$ cat src/rtl/seq_det_ctrl.sv
// seq_det_ctrl: frame-level controller for a serial pattern detector.
//
// Takes words from a valid/ready stream, serialises each one MSB-first onto
// det_in with no gaps between words of the same frame, pulses det_rst once at
// every frame start, counts detector hits in a saturating counter and keeps
// sticky threshold and underrun flags.
//
// Handshake: a word transfers on a rising edge where s_valid and s_ready are
// both high. s_data and s_last are sampled only on that edge. s_ready may
// depend combinationally on the current state but never on s_valid.
//
// Ports:
//   clk, rst       clock (rising edge) and synchronous active-high reset
//   s_valid/s_data/s_last/s_ready   input word stream
//   clr            synchronous clear of match_cnt, thresh_hit, underrun
//   thresh         match threshold, 0 disables thresh_hit
//   det_rst/det_in outputs to the detector; det_out is its one-cycle hit
//   match_cnt      saturating hit count
//   thresh_hit     sticky, match_cnt >= thresh (thresh != 0)
//   underrun       sticky, source ran dry in the middle of a frame
//   busy           controller is not IDLE
//   frame_done     one-cycle pulse in the final (DRAIN) cycle of a frame
//   dbg_state      current FSM state (IDLE=0, START=1, SHIFT=2, DRAIN=3)
module seq_det_ctrl #(
    parameter int DATA_W = 8,
    parameter int CNT_W  = 8
) (
    input  logic              clk,
    input  logic              rst,
    input  logic              s_valid,
    input  logic [DATA_W-1:0] s_data,
    input  logic              s_last,
    output logic              s_ready,
    input  logic              clr,
    input  logic [CNT_W-1:0]  thresh,
    output logic              det_rst,
    output logic              det_in,
    input  logic              det_out,
    output logic [CNT_W-1:0]  match_cnt,
    output logic              thresh_hit,
    output logic              underrun,
    output logic              busy,
    output logic              frame_done,
    output logic [1:0]        dbg_state
);

    localparam int IDX_W = (DATA_W > 1) ? $clog2(DATA_W) : 1;
    localparam logic [IDX_W-1:0] LAST_IDX = IDX_W'(DATA_W - 1);

    typedef enum logic [1:0] {
        IDLE  = 2'd0,
        START = 2'd1,
        SHIFT = 2'd2,
        DRAIN = 2'd3
    } state_t;

    state_t            state_q, state_d;
    logic [DATA_W-1:0] shreg_q, shreg_d;
    logic [IDX_W-1:0]  bit_idx_q, bit_idx_d;
    logic              last_q, last_d;
    logic [CNT_W-1:0]  cnt_q, cnt_d;
    logic              thresh_hit_q, thresh_hit_d;
    logic              underrun_q, underrun_d;
    logic              set_underrun;
    logic              count_en;

    // Next-state and output decode.
    always_comb begin
        state_d      = state_q;
        shreg_d      = shreg_q;
        bit_idx_d    = bit_idx_q;
        last_d       = last_q;
        s_ready      = 1'b0;
        det_rst      = 1'b0;
        det_in       = 1'b0;
        busy         = 1'b1;
        frame_done   = 1'b0;
        set_underrun = 1'b0;
        dbg_state    = state_q;

        unique case (state_q)
            IDLE: begin
                s_ready = 1'b1;
                busy    = 1'b0;
                if (s_valid) begin
                    shreg_d   = s_data;
                    last_d    = s_last;
                    bit_idx_d = '0;
                    state_d   = START;
                end
            end
            START: begin
                det_rst = 1'b1;
                state_d = SHIFT;
            end
            SHIFT: begin
                det_in    = shreg_q[DATA_W-1];
                shreg_d   = shreg_q << 1;
                bit_idx_d = bit_idx_q + IDX_W'(1);
                if (bit_idx_q == LAST_IDX) begin
                    if (last_q) begin
                        state_d = DRAIN;
                    end else begin
                        // Accept the next word on the cycle carrying the
                        // current word's last bit so the bit stream has no gap.
                        s_ready = 1'b1;
                        if (s_valid) begin
                            shreg_d   = s_data;
                            last_d    = s_last;
                            bit_idx_d = '0;
                        end else begin
                            set_underrun = 1'b1;
                            state_d      = DRAIN;
                        end
                    end
                end
            end
            DRAIN: begin
                // Extra cycle so a hit on the frame's final bit is still counted.
                frame_done = 1'b1;
                state_d    = IDLE;
            end
            default: state_d = IDLE;
        endcase

        // Reset forces the idle-with-detector-held-in-reset view immediately,
        // even while the state register still holds a mid-frame value.
        if (rst) begin
            s_ready      = 1'b0;
            det_rst      = 1'b1;
            det_in       = 1'b0;
            busy         = 1'b0;
            frame_done   = 1'b0;
            set_underrun = 1'b0;
            dbg_state    = IDLE;
        end
    end

    // Hits are only meaningful once the detector has started seeing frame bits.
    assign count_en = (state_q == SHIFT) || (state_q == DRAIN);

    always_comb begin
        cnt_d        = cnt_q;
        thresh_hit_d = thresh_hit_q;
        underrun_d   = underrun_q;
        if (count_en && det_out && (cnt_q != {CNT_W{1'b1}})) begin
            cnt_d = cnt_q + CNT_W'(1);
        end
        if ((thresh != '0) && (cnt_q >= thresh)) begin
            thresh_hit_d = 1'b1;
        end
        if (set_underrun) begin
            underrun_d = 1'b1;
        end
        // clr overrides any set or increment in the same cycle.
        if (clr) begin
            cnt_d        = '0;
            thresh_hit_d = 1'b0;
            underrun_d   = 1'b0;
        end
    end

    always_ff @(posedge clk) begin
        if (rst) begin
            state_q      <= IDLE;
            shreg_q      <= '0;
            bit_idx_q    <= '0;
            last_q       <= 1'b0;
            cnt_q        <= '0;
            thresh_hit_q <= 1'b0;
            underrun_q   <= 1'b0;
        end else begin
            state_q      <= state_d;
            shreg_q      <= shreg_d;
            bit_idx_q    <= bit_idx_d;
            last_q       <= last_d;
            cnt_q        <= cnt_d;
            thresh_hit_q <= thresh_hit_d;
            underrun_q   <= underrun_d;
        end
    end

    assign match_cnt  = cnt_q;
    assign thresh_hit = thresh_hit_q;
    assign underrun   = underrun_q;

endmodule

$ cat config.mk
export PLATFORM = sky130hd
export DESIGN_NAME = seq_det_ctrl
export DESIGN_NICKNAME = d
export VERILOG_FILES = /design/src/rtl/seq_det_ctrl.sv
export SDC_FILE = /design/constraint.sdc
export NUM_CORES = 1
export LEC_CHECK = 0
export ABC_CLOCK_PERIOD_IN_PS = 4130
export CORE_MARGIN = 5
export CORE_UTILIZATION = 30
export CTS_CLUSTER_DIAMETER = 120
export CTS_CLUSTER_SIZE = 40
export DETAILED_ROUTE_END_ITERATION = 16
export RECOVER_POWER = 100
export SLEW_MARGIN = 20
export SYNTH_ARGS = -nofsm -noshare
export SYNTH_HDL_FRONTEND = slang
export SYNTH_SLANG_ARGS = --single-unit
export TNS_END_PERCENT = 10
$ cat constraint.sdc
create_clock -name clk -period 4.13 [get_ports clk]
set_input_delay 0.826 -clock clk [delete_from_list [all_inputs] [get_ports clk]]
set_output_delay 0.826 -clock clk [all_outputs]
set_load 0.05 [all_outputs]
* Yosys cells after proc, flatten, opt, wreduce, memory -nomap -nowiden
Cells that the tools add are included.
W data, S select, Z words.
** Cells by class
- Magnitude comparators :: 1
- Reductions and logical operators :: 11
- Mux-type cells :: 38
- Add/subtract/negate cells :: 2
- Equal/unequal tests :: 8
** Operators by type and width (number)
- $mux W8 :: 4
- $mux W1 :: 20
- $pmux W8 S2 :: 1
- $mux W3 :: 4
- $mux W2 :: 5
- $add A8 B1 Y8 const B :: 1
- $ge A8 B8 Y1 :: 1
- $ne A8 B8 Y1 const B :: 1
- $pmux W2 S4 :: 1
- $reduce_bool A8 Y1 :: 1
- $pmux W3 S2 :: 1
- $reduce_and A3 Y1 :: 2
- $eq A2 B2 Y1 const B :: 2
- $ne A2 B2 Y1 const B :: 2
- $pmux W1 S2 :: 2
- $add A3 B1 Y3 const B :: 1
- $eq A3 B3 Y1 const B :: 1
- $logic_and A1 B1 Y1 :: 3
- $ne A3 B3 Y1 const B :: 1
- $eq A2 B1 Y1 const B :: 1
- $logic_not A2 Y1 :: 1
- $reduce_and A2 Y1 :: 1
- $reduce_bool A2 Y1 :: 1
- $reduce_or A2 Y1 :: 1
- $logic_or A1 B1 Y1 :: 1
** Word-level totals
- Flip-flop bits (word level) :: 24
- Output and inout bits :: 17
- Input port bits :: 22
- Word-level logic and storage cells :: 67

* Logic depth before layout (Yosys ltp)
- Word-level depth :: 5
- Mapped depth :: 7
- Mapped depth without buffers :: 6

* Least setup slack after synthesis
Ideal clock, no wire load.
- Path type :: input -> output
- From :: input rst
- To :: output busy
- Stages on the path :: 2
- Data required time :: 3.304 ns
- Data arrival time :: 1.683 ns
- Setup slack :: 1.621 ns
- Buffers on the path :: 1
- Path through :: clkbuf_1 -> nor2_1
** Between the ends
- Word-level cells in the longest chain between the ends :: 1
** Ends and longest elaborated chain
- start: declaration :: RTL line 29 : input logic rst,
- $mux W1 :: RTL line 128 : if (rst) begin
- end: declaration :: RTL line 42 : output logic busy,
Every way passes these cells.

* Final worst setup path
- From :: input rst
- To :: output det_rst
** Between the ends
- Word-level cells in the longest chain between the ends :: 1
** Ends and longest elaborated chain
- $mux W1 :: RTL line 128
- end: declaration :: RTL line 36 : output logic det_rst,
Every way passes these cells.

==> flow_summary_export.csv <==
group,metric,value,unit
run_status,status,"complete, no violations",
timing,slew_viol_final,0,
final_layout,area_growth,33.0,%
job,cap_violations,0,
placement,port_buffers,38,
synthesis,synth-edff-count,0,
clock_network,cts-htree-levels,1,
route,antenna_left,0,
setup_path,cp_common_cell,"dlygate4sd3_1",
synthesis,seq_area_frac_synth,0.339,
synthesis,synth-seq-cells,24,
clock_network,post-cts-setup-buffers,0,
synthesis,synth_commonest_cells,"dfxtp_1 (24), nor2_1 (24), nand2_1 (20), ha_1 (15), inv_1 (15)",
clock_network,cts_tree,"done",
power_and_ir_drop,peakVddDrop,0.234,mV
timing,finalCritPeriodShare,0.854,
clock_network,cts_buffers,3,
timing,setup_ws,0.604,ns
clock_network,post_cts_resize_count,0,
route,drcViolationCount,0,
timing,worst_pin_slew,1.44,ns
timing,maxSlewHeadroom,0.0332,
timing,rsz0062_at_grt,"no",
setup_path,r2r_cells,6,
final_layout,final_nets,246,
floorplan,dieArea,6200,um^2
global_route,track_usage,0.108,
timing,final.setup.tns,0,ns
setup_path,path_class,"in -> out",
final_layout,antennaDiodeCount,0,
synthesis,syn_nets,208,
global_route,grt_overflow_total,0,
floorplan,initial_core_util,0.304,
setup_path,critPathRequiredTime,3.30,ns
final_layout,drive_gt1_frac,0.0288,
route,first_pass_iters,4,
floorplan,die_h,78.7,um
placement,dpl.hpwl,2.58,mm
route,drtIter0Drc,51,
synthesis,synthCells,171,
setup_path,cp.arrival,2.70,ns
clock_network,holdBufCountCts,0,
synthesis,async_reset_ff_frac,0,
floorplan,rows,25,
timing,period_minus_slack,3.53,ns
timing,final.setup_skew,0.00125,ns
power_and_ir_drop,p_per_area,432,nW/um^2
synthesis,yosysTopAreaCell,"dfxtp_1",
route,via_count,1276,
placement,placed_cell_area,1840,um^2
global_route,grt_pass1_vias,1213,
synthesis,avgSynthCellArea,8.28,um^2
route,wirelength,3.32,mm
final_layout,stdcell_area,1880,um^2
setup_path,endpoint_kind,"output port",
setup_path,worstSetupStartpointType,"input port",
synthesis,synth.distinct_cells,42,
floorplan,die_w,78.7,um
synthesis,synth_warnings,0,
setup_path,crit_fanout,11,
synthesis,synth_top_area_share,0.339,
clock_network,cts_max_path_buffers,2,
clock_network,clock-sinks,24,
clock_network,clockRootBuffer,"clkbuf_8",
placement,gp_congestion,0.713,
timing,hold_ws,0.458,ns
synthesis,synth_area,1420,um^2
setup_path,path_cells,"dlygate4sd3_1, or2_2, dlygate4sd3_1",
synthesis,synthFlopType,"dfxtp_1",
setup_path,slowest_delay,0.86,ns
placement,post-place-ws,0.724,ns
setup_path,slowest_stage,"dlygate4sd3_1",
global_route,grt_max_degree,16,
min_path,worstHoldPathCells,2,
timing,hold_viol,0,
floorplan,core_area,4660,um^2
clock_network,clk_latency,0.27,ns
global_route,grt_antenna_before_repair,0,
synthesis,synthTopCellsByArea,"dfxtp_1 (34%), ha_1 (13%), nor2_1 (6.4%), nand2_1 (5.3%), a311oi_1 (4.3%)",
timing,fmax,284,MHz
power_and_ir_drop,p_total,0.000814,W
min_path,min_path_type,"reg -> reg",
timing,final-setup-viol-count,0,
route,avgViaCountPerCell,4.87,
floorplan,ioPinCount,39,
power_and_ir_drop,p_leak,0.808,nW
global_route,grt_pass1_wl,5.53,mm
clock_network,clkTransAtPathRegs,0.09,ns
route,wl_per_cell,12.7,um
==> cells in the final DEF, fill, tap and decap left out, types with 5 or more instances in the layout <==
cell type / Yosys / layout
a311oi_1: 7 / 7
clkdlybuf4s50_1: 0 / 19
dfxtp_1: 24 / 24
dlygate4sd3_1: 0 / 19
ha_1: 15 / 15
inv_1: 15 / 15
nand2_1: 20 / 20
nand4_1: 5 / 5
nor2_1: 24 / 24
==> registers in the layout, summed over array words and instances, names as in the netlist <==
signal / flops
bit_idx_q: 3
last_q: 1
match_cnt: 8
shreg_q: 8
state_q: 2
thresh_hit: 1
underrun: 1
==> where the power goes <==
part	switching (W)	internal (W)	total, W
clock	0.0000775	0.0000852	0.000163
sequential	0.0000269	0.000276	0.000303
combinational	0.000222	0.000127	0.000349
==> layout make-up <==
| cell class | instances | area [um^2] |
|---|---|---|
| inverter | 15 | 56.3 |
| clock buffer | 4 | 55.1 |
| fill | 483 | 2780 |
| tap | 54 | 67.6 |
| sequential | 24 | 480 |
| timing repair buffer | 39 | 384 |
| multi-input combinational | 126 | 841 |
==> final timing paths <==
check | startpoint | end | slack [ns]
min reg2reg | shreg_q[0]$_SDFFE_PP0P_ | shreg_q[0]$_SDFFE_PP0P_ | 0.46
min | shreg_q[0]$_SDFFE_PP0P_ | shreg_q[0]$_SDFFE_PP0P_ | 0.46
max reg2reg | state_q[0]$_SDFFE_PP0P_ | shreg_q[7]$_SDFFE_PP0P_ | 1.56
max | rst | det_rst | 0.60
==> per-stage QoR <==
stage,std cells,util
2_1_floorplan,171,-
3_3_place_gp,258,0.394
3_5_place_dp,258,0.394
4_1_cts,262,0.406
5_1_grt,262,0.404
6_report,262,0.404
==> per-layer routing <==
metal  vias up  global-route usage  wire length, um
met3         4              0.0136              101
li1        682                   -                -
met5         -                   0                0
met2        18               0.177             1510
met1       572               0.144             1670
met4         0              0.0420               48
==> worst max-delay path, delay by kind of cell <==
| kind | cells | cell delay, ns |
|---|---|---|
| buffers and inverters | 2 | 1.67 |
| AND/OR/NAND/NOR | 1 | 0.19 |
==> logic make-up (layout without fill, tap and decap cells) <==
| family | count (synthesis) | count (layout) | share of synthesized area |
|---|---|---|---|
| and+or+nand+nor | 70 | 70 | 0.235 |
| AOI/OAI and AO/OA | 33 | 33 | 0.177 |
| buffers and inverters | 21 | 58 | 0.0645 |
| muxes | 3 | 3 | 0.0212 |
| DFF | 24 | 24 | 0.339 |
| adders and majority gates | 15 | 15 | 0.133 |
| xor gates and xnor gates | 5 | 5 | 0.0309 |
Note: power is estimated with default switching activity, not from simulation.
